### config.mk
export PLATFORM = sky130hd
export DESIGN_NAME = fetch_controller
export DESIGN_NICKNAME = d
export VERILOG_FILES = /design/src/rtl/fetch_pkg.sv /design/src/rtl/fetch_pc_unit.sv /design/src/rtl/fetch_controller.sv
export SDC_FILE = /design/constraint.sdc
export NUM_CORES = 1
export LEC_CHECK = 0
export BUFFER_PORTS_ARGS = -buffer_cell sky130_fd_sc_hd__buf_2
export CORE_MARGIN = 2
export CORE_UTILIZATION = 25
export CTS_CLUSTER_DIAMETER = 200
export DETAILED_ROUTE_END_ITERATION = 8
export HOLD_SLACK_MARGIN = 0.08
export PLACE_DENSITY = 0.58
export SETUP_SLACK_MARGIN = 0.4
export SLEW_MARGIN = 5
export SYNTH_ARGS = -nofsm -noshare
export SYNTH_HDL_FRONTEND = slang
export SYNTH_SLANG_ARGS = --single-unit
### constraint.sdc
create_clock -name clk -period 1.95 [get_ports clk]
set_clock_uncertainty 0.1 [all_clocks]
set_input_delay 0.585 -clock clk [delete_from_list [all_inputs] [get_ports clk]]
set_output_delay 0.585 -clock clk [all_outputs]
set_load 0.02 [all_outputs]
### src/rtl/fetch_pkg.sv
// Shared definitions for the instruction fetch controller.
// Holds the controller state encoding, the fetch stride and the default
// values for the halt instruction word and the start-of-program address.
package fetch_pkg;

    typedef enum logic [1:0] {
        ST_IDLE  = 2'd0,
        ST_RUN   = 2'd1,
        ST_DRAIN = 2'd2,
        ST_HALT  = 2'd3
    } state_t;

    // Instructions are 16-bit and byte addressed, so sequential fetch steps by 2.
    localparam logic [15:0] PC_STEP           = 16'd2;
    localparam logic [15:0] DEFAULT_HALT_WORD = 16'hEFFF;
    localparam logic [15:0] DEFAULT_RESET_PC  = 16'h0000;

endpackage

### src/rtl/fetch_pc_unit.sv
// Program counter register with its next-address selection.
// Priority of the next-PC mux: reset, redirect, program (re)start,
// sequential advance, hold.
// Ports:
//   clk           - clock, rising edge
//   rst           - synchronous active-high reset, loads RESET_PC
//   load_reset    - load RESET_PC (start of a program run)
//   load_redirect - load target with bit 0 forced low
//   advance       - step to pc + PC_STEP (wraps at 16 bits)
//   target        - redirect destination
//   pc            - current fetch address
module fetch_pc_unit
    import fetch_pkg::*;
#(
    parameter logic [15:0] RESET_PC = DEFAULT_RESET_PC
) (
    input  logic        clk,
    input  logic        rst,
    input  logic        load_reset,
    input  logic        load_redirect,
    input  logic        advance,
    input  logic [15:0] target,
    output logic [15:0] pc
);

    logic [15:0] pc_next;

    always_comb begin
        pc_next = pc;
        if (load_redirect) begin
            // Instructions are halfword aligned; an odd target is rounded down.
            pc_next = {target[15:1], 1'b0};
        end else if (load_reset) begin
            pc_next = RESET_PC;
        end else if (advance) begin
            // 16-bit add wraps FFFE -> 0000 naturally.
            pc_next = pc + PC_STEP;
        end
    end

    always_ff @(posedge clk) begin
        if (rst) begin
            pc <= RESET_PC;
        end else begin
            pc <= pc_next;
        end
    end

endmodule

### src/rtl/fetch_controller.sv
// Instruction fetch controller with a one-entry instruction buffer.
// Fetches from an external combinational instruction memory, hands
// instructions to decode with a valid/ready handshake, follows branch
// redirects and stops after the halt word has been accepted by decode.
// Ports:
//   clk, rst          - clock and synchronous active-high reset
//   start             - pulse that begins a program run from IDLE or HALT
//   programcounter    - fetch address to instruction memory
//   imem_data         - instruction memory read data for programcounter
//   instr, instr_pc   - buffered instruction and its address
//   instr_valid       - buffer holds a valid instruction
//   instr_ready       - decode accepts the buffered instruction
//   redirect          - taken branch: flush buffer, refetch at redirect_target
//   redirect_target   - branch destination
//   halted            - controller is in HALT
//   issue_count       - saturating count of completed handshakes
module fetch_controller
    import fetch_pkg::*;
#(
    parameter logic [15:0] RESET_PC  = DEFAULT_RESET_PC,
    parameter logic [15:0] HALT_WORD = DEFAULT_HALT_WORD
) (
    input  logic        clk,
    input  logic        rst,
    input  logic        start,
    output logic [15:0] programcounter,
    input  logic [15:0] imem_data,
    output logic [15:0] instr,
    output logic [15:0] instr_pc,
    output logic        instr_valid,
    input  logic        instr_ready,
    input  logic        redirect,
    input  logic [15:0] redirect_target,
    output logic        halted,
    output logic [15:0] issue_count
);

    state_t      state;
    state_t      state_next;
    logic [15:0] pc;
    logic        handshake;
    logic        capture;
    logic        flush;
    logic        load_reset;
    logic        load_redirect;
    logic        advance;

    assign handshake      = instr_valid && instr_ready;
    assign programcounter = pc;
    assign halted         = (state == ST_HALT);

    fetch_pc_unit #(
        .RESET_PC (RESET_PC)
    ) u_pc (
        .clk           (clk),
        .rst           (rst),
        .load_reset    (load_reset),
        .load_redirect (load_redirect),
        .advance       (advance),
        .target        (redirect_target),
        .pc            (pc)
    );

    always_ff @(posedge clk) begin
        if (rst) begin
            state <= ST_IDLE;
        end else begin
            state <= state_next;
        end
    end

    always_comb begin
        state_next    = state;
        capture       = 1'b0;
        flush         = 1'b0;
        load_reset    = 1'b0;
        load_redirect = 1'b0;
        advance       = 1'b0;
        case (state)
            ST_IDLE, ST_HALT: begin
                if (start) begin
                    state_next = ST_RUN;
                    load_reset = 1'b1;
                end
            end
            ST_RUN: begin
                if (redirect) begin
                    load_redirect = 1'b1;
                    flush         = 1'b1;
                end else if (!instr_valid || instr_ready) begin
                    capture = 1'b1;
                    // The halt word is buffered but pc stays on it; nothing
                    // past it is fetched.
                    if (imem_data == HALT_WORD) begin
                        state_next = ST_DRAIN;
                    end else begin
                        advance = 1'b1;
                    end
                end
            end
            ST_DRAIN: begin
                // Buffer holds the halt word; wait for decode to take it
                // unless a branch ahead of it cancels the halt.
                if (redirect) begin
                    load_redirect = 1'b1;
                    flush         = 1'b1;
                    state_next    = ST_RUN;
                end else if (handshake) begin
                    flush      = 1'b1;
                    state_next = ST_HALT;
                end
            end
            default: begin
                state_next = ST_IDLE;
            end
        endcase
    end

    always_ff @(posedge clk) begin
        if (rst) begin
            instr       <= 16'h0000;
            instr_pc    <= 16'h0000;
            instr_valid <= 1'b0;
            issue_count <= 16'h0000;
        end else begin
            if (flush) begin
                instr_valid <= 1'b0;
            end else if (capture) begin
                instr       <= imem_data;
                instr_pc    <= pc;
                instr_valid <= 1'b1;
            end
            // A handshake coinciding with a redirect still counts.
            if (handshake && (issue_count != 16'hFFFF)) begin
                issue_count <= issue_count + 16'd1;
            end
        end
    end

endmodule

# After elaboration in Yosys (flattened, before gate mapping)
# Cells that the tools add are included.
[op_classes]
addsub = 2
eq_ne = 10
mux = 24
bitwise_logic = 1
reduce_logical = 12
[ops]
columns = ["operator", "count"]
rows = [
  ["16-bit 2-to-1 mux", 3],
  ["16-bit by 1-bit adder with 16-bit output (second input constant)", 1],
  ["16-bit by 2-bit adder with 16-bit output (second input constant)", 1],
  ["16-bit equality test (second input constant)", 1],
  ["16-bit inequality test (second input constant)", 1],
  ["1-bit 2-to-1 mux", 13],
  ["2-bit 2-to-1 mux", 6],
  ["2-bit inequality test (second input constant)", 4],
  ["2-bit case mux with 3 select lines", 1],
  ["2-bit OR reduction", 3],
  ["5-bit AND reduction", 1],
  ["2-bit equality test (second input constant)", 2],
  ["3-bit inequality test (second input constant)", 1],
  ["3-bit nonzero test", 1],
  ["3-bit OR reduction", 1],
  ["2-bit by 1-bit equality test with 1-bit output (second input constant)", 1],
  ["1-bit logical AND", 2],
  ["2-bit zero test", 1],
  ["1-bit case mux with 2 select lines", 1],
  ["2-bit AND reduction", 1],
  ["1-bit zero test", 1],
  ["1-bit logical OR", 1],
  ["1-bit inverter", 1],
]
[word_totals]
ff_bits = 67

# Depth between registers and ports, before layout
[logic_depth]
ltp_word = 8
depth_mapped = 9
depth_no_buf = 7

# Hierarchy
# From an unflattened synthesis, not the netlist that was laid out.
[hier_totals]
cells_unflattened = 394
area_unflattened_um2 = 3264.4
[by_module_without_submodules]
columns = ["mod", "instances", "cells_each", "area_each_um2", "seq_area_each_um2"]
rows = [
  ["fetch_controller", 1, 288, 2406.1, 1021.0],
  ["fetch_pc_unit", 1, 106, 858.3, 300.3],
]

# Least setup slack after synthesis
# Ideal clock, no wire load.
[synth_path]
path_kind = "register to register"
from = "register u_pc.pc[1]"
to = "register u_pc.pc[15]"
arrival_ns = 1.871
setup_slack_ns = -0.094
path_stages_with_launch = 6
n_path_buf = 0
path_cell_list = "dfxtp_1 > ha_1 > nand4_2 > or4_1 > a221o_1 > nor3_2"
[synth_via]
elab_chain_cells = 4
[synth_rtl]
columns = ["item", "line", "rtl"]
rows = [
  ["from (decl)", "fetch_pc_unit.sv:23", "output logic [15:0] pc"],
  ["from (signal assigned)", "fetch_pc_unit.sv:45", "pc <= pc_next;"],
  ["16-bit by 2-bit adder with 16-bit output", "fetch_pc_unit.sv:37", "pc_next = pc + PC_STEP;"],
  ["16-bit 2-to-1 mux", "fetch_pc_unit.sv:35", "end else if (advance) begin"],
  ["16-bit 2-to-1 mux", "fetch_pc_unit.sv:33", "end else if (load_reset) begin"],
  ["16-bit 2-to-1 mux", "fetch_pc_unit.sv:30", "if (load_redirect) begin"],
]
# No other way between the ends. The select of a mux whose other input is x is not followed.
# A chain may end at the register's enable or synchronous reset.

# Worst setup path in the final report
[layout_path]
from = "input imem_data[4]"
to = "register u_pc.pc[5]"
[layout_via]
elab_chain_cells = 6
[layout_rtl]
columns = ["item", "line", "rtl"]
rows = [
  ["from (decl)", "fetch_controller.sv:27", "input logic [15:0] imem_data,"],
  ["16-bit equality test", "fetch_controller.sv:94", "if (imem_data == HALT_WORD) begin"],
  ["1-bit 2-to-1 mux", "fetch_controller.sv:94", ""],
  ["1-bit 2-to-1 mux", "fetch_controller.sv:90", "end else if (!instr_valid || instr_ready) begin"],
  ["1-bit 2-to-1 mux", "fetch_controller.sv:87", "if (redirect) begin"],
  ["1-bit 2-to-1 mux", "fetch_controller.sv:79", "case (state)"],
  ["3-bit nonzero test (no line)", "--", ""],
]
# No other way between the ends.

==> impl_metrics.tcl <==
set metrics [dict create \
    fin_crit_ns 1.82 \
    design_area_sq_um 5930 \
    yosysTopAreaCell "dfxtp_1" \
    grt_pass1_wl_um 17200 \
    peakVddDrop_mv 0.377 \
    synth_ff_type "dfxtp_1" \
    critPathTopFamily "simple AND/OR/NAND/NOR gates" \
    cap_violations 0 \
    totalWireLength_um 11500 \
    syn_avg_cell_area_sq_um 8.01 \
    dp_slack_ns -0.301 \
    status "completed" \
    cellLeakagePower_nw 2.41 \
    cp_num_buf_inv 3 \
    drive_gt1_share_pct 58.3 \
    grtUsageTotal_pct 16.5 \
    nNetsFinal 623 \
    p_per_area_nw_per_um2 786 \
    drv_slew 0 \
    routed.top_layer "met4" \
    synthDistinctLibCells 53 \
    grt_overflow 0 \
    internal_power_mw 3.16 \
    synth_warnings 0 \
    synth_edf_count 0 \
    slew-limit-headroom_pct 64.7 \
    cts_sinks 65 \
    ant_nets 0 \
    holdBufCountCts 0 \
    r2r_setup_slack_ns 0.14 \
    holdPathStages 2 \
    synth_area_sq_um 3130 \
    reg2reg_to "instr[0]" \
    switching_power_mw 1.50 \
    vias 3676 \
    synth_area_leaders "dfxtp_1 42%, nand2_1 10%, a21oi_1 7.7%, nor2_1 3.1%, nand4_1 2.6%" \
    seqPwrFrac_pct 31.1 \
    grt_pass1_vias 3496 \
    crit_path_max_fanout 4 \
    fmax_ghz 0.549 \
    setup-violations-final 0 \
    pwr-share-comb_pct 34.2 \
    drt_first_pass_iters 4 \
    num_antenna_cells 0 \
    wl_met2_um 5720 \
    synthArstFlopShare_pct 0 \
    grt_antenna_before_repair 0 \
    crit_path_end_kind "flip-flop" \
    num_rows 40 \
    post-route-period-util_pct 93.3 \
    min_from "instr_pc[7]" \
    crit_top_cell "buf_6" \
    root_buffer "clkbuf_16" \
    crit_chain "buf_2 > nand4_1 > nor4_4 > buf_6 > or2_4 > buf_6 > nor2_2 > nor4_1" \
    cp.required_ns 2.08 \
    synth_top_area_share_pct 41.6 \
    dieHeight_um 116 \
    cts_tree "yes" \
    yosysMostFrequentCell "nand2_1" \
    dp_hpwl_um 7080 \
    place_area_sq_um 4260 \
    area_growth_pct 89.6 \
    core_sq_um 12100 \
    io_pins 103 \
    dieArea_sq_um 13400 \
    io_buffers 99 \
    cp.arrival_ns 1.95 \
    worstMarginPinSlew_ns 0.529 \
    reg2reg_depth 11 \
    seq_area_frac_synth_pct 41.6 \
    cts_buffer_depth 2 \
    hold_class "reg -> reg" \
    synthTopCellsByCount "83 x nand2_1, 65 x dfxtp_1, 48 x a21oi_1, 26 x nor2_1, 14 x nor3_1" \
    routabilityCongestion 0.813 \
    grt_max_degree 32 \
    wl_met3_um 682 \
    start_util_pct 25.8 \
    hold_path_end "instr_pc[7]" \
    cp-start-kind "primary input" \
    cp_slowest_cell "nor4_4" \
    avgRoutedWirePerCell_um 15.3 \
    hold_violations 0 \
    setup_slack_ns 0.130 \
    synth-seq-cells 65 \
    rr_startpoint "state[1]" \
    synth_cells 390 \
    remaining_drc_errors 0 \
    die_width_um 116 \
    first_iter_violations 189 \
    path_class "in -> reg" \
    insertion_delay_ns 0.34 \
    met1_length_um 4950 \
    path_clk_slew_ns 0.06 \
    grt_setup_unrepaired "yes" \
    clockPowerShare_pct 34.7 \
    viasPerCell 4.88 \
    htreeDepth 3 \
    nFillCells 1146 \
    cts_buffers 9 \
    max_stage_delay_ns 0.30 \
    switching_share_pct 32.2 \
]
[registers in the layout (all words and copies together) (netlist names)]
name         flops
instr           16
issue_count     16
instr_pc        15
u_pc.pc         15
state            2
instr_valid      1
[power groups by stage]
stage	registers (mW)	logic, mW	clock network [mW]
6_report	1.45	1.59	1.62
5_1_grt	1.46	1.69	1.73
4_1_cts	1.46	1.34	1.65
3_5_place_dp	1.49	0.986	0
3_3_place_gp	1.49	0.969	0
2_1_floorplan	1.58	0.535	0
[repair_timing]
item	CTS	global route
buffers inserted	34	28
gates cloned	2	0
setup endpoints to repair	79	102
resized for setup	128	99
pin swaps	39	39
[metrics by stage]
stage / total power [mW] / TNS (ns) / utilization [%] / hold WS (ns) / instances
floorplan: 2.12 / 0 / - / 0.379 / 391
global placement: 2.46 / -3.34 / 35.2 / 0.336 / 673
detailed placement: 2.48 / -3.66 / 35.2 / 0.342 / 673
CTS: 4.45 / 0 / 43.9 / 0.349 / 725
global route: 4.88 / 0 / 48.9 / 0.371 / 753
finish: 4.65 / 0 / 48.9 / 0.346 / 753
[area by class of cell]
cell class | instances | area, sq um | share of cell area [%]
multi-input cells | 297 | 2260 | 38.1
repair buffers | 202 | 1740 | 29.3
flip-flops and latches | 65 | 1400 | 23.7
clock buffers | 9 | 225 | 3.80
well taps | 168 | 210 | 3.55
clock inverters | 7 | 71.3 | 1.20
inverters | 5 | 23.8 | 0.401
[worst reg2reg max path: stages, from the launching register on]
cell and delay, ns:
dfxtp_4 0.36, inv_4 0.07, ha_4 0.13, nor2b_4 0.17, nand2b_4 0.08, buf_6 0.13
buf_6 0.11, nor2_4 0.15, buf_12 0.14, buf_16 0.14, nand2_2 0.05, a21oi_1 0.12
[layout by cell type (no fill, tap or decap), types with 4 or more instances in the layout]
cell type	n
nor3_2	4
nor2_1	22
clkbuf_16	9
buf_6	57
a21oi_1	30
nand3_1	7
ha_4	5
nand2_2	10
buf_2	52
and3_1	4
xor2_1	5
buf_12	7
dfxtp_4	24
a2111oi_4	4
nand2_1	69
dfxtp_2	10
xnor2_1	9
a21oi_4	7
nor4_1	4
a211oi_2	7
a21oi_2	11
buf_4	83
nand2_4	6
dfxtp_1	31
nand4_1	13
nor3_1	10
[cells by family after synthesis]
logic type	after synthesis	share of synthesized area (%)
AO/OA/AOI/OAI	89	18.3
adder cells (fa/ha/maj)	6	2.40
flip-flops	65	41.6
buffers and inverters	29	4.12
XOR/XNOR	14	3.92
other	1	0.120
multiplexers	1	0.320
AND/OR/NAND/NOR	185	29.2
[how the worst max path moves through the flow]
stage | start | endpoint | slack (ns) | depth (start not counted)
finish | imem_data[4] | u_pc.pc[5] | 0.13 | 8
global route | state[1] | instr[12] | 0.06 | 11
CTS | imem_data[12] | u_pc.pc[1] | 0.16 | 8
detailed placement | imem_data[13] | u_pc.pc[12] | -0.30 | 6
global placement | imem_data[13] | u_pc.pc[15] | -0.25 | 7
floorplan | imem_data[13] | u_pc.pc[9] | 0.09 | 6
[metal layers]
| metal | GRT usage [%] | up-vias |
|---|---|---|
| met1 | 21.4 | 1767 |
| met2 | 26.7 | 119 |
| met4 | 5.71 | 0 |
| met3 | 4.39 | 17 |
| met5 | 0 | - |
| li1 | - | 1773 |
(Power assumes the default switching activity.)
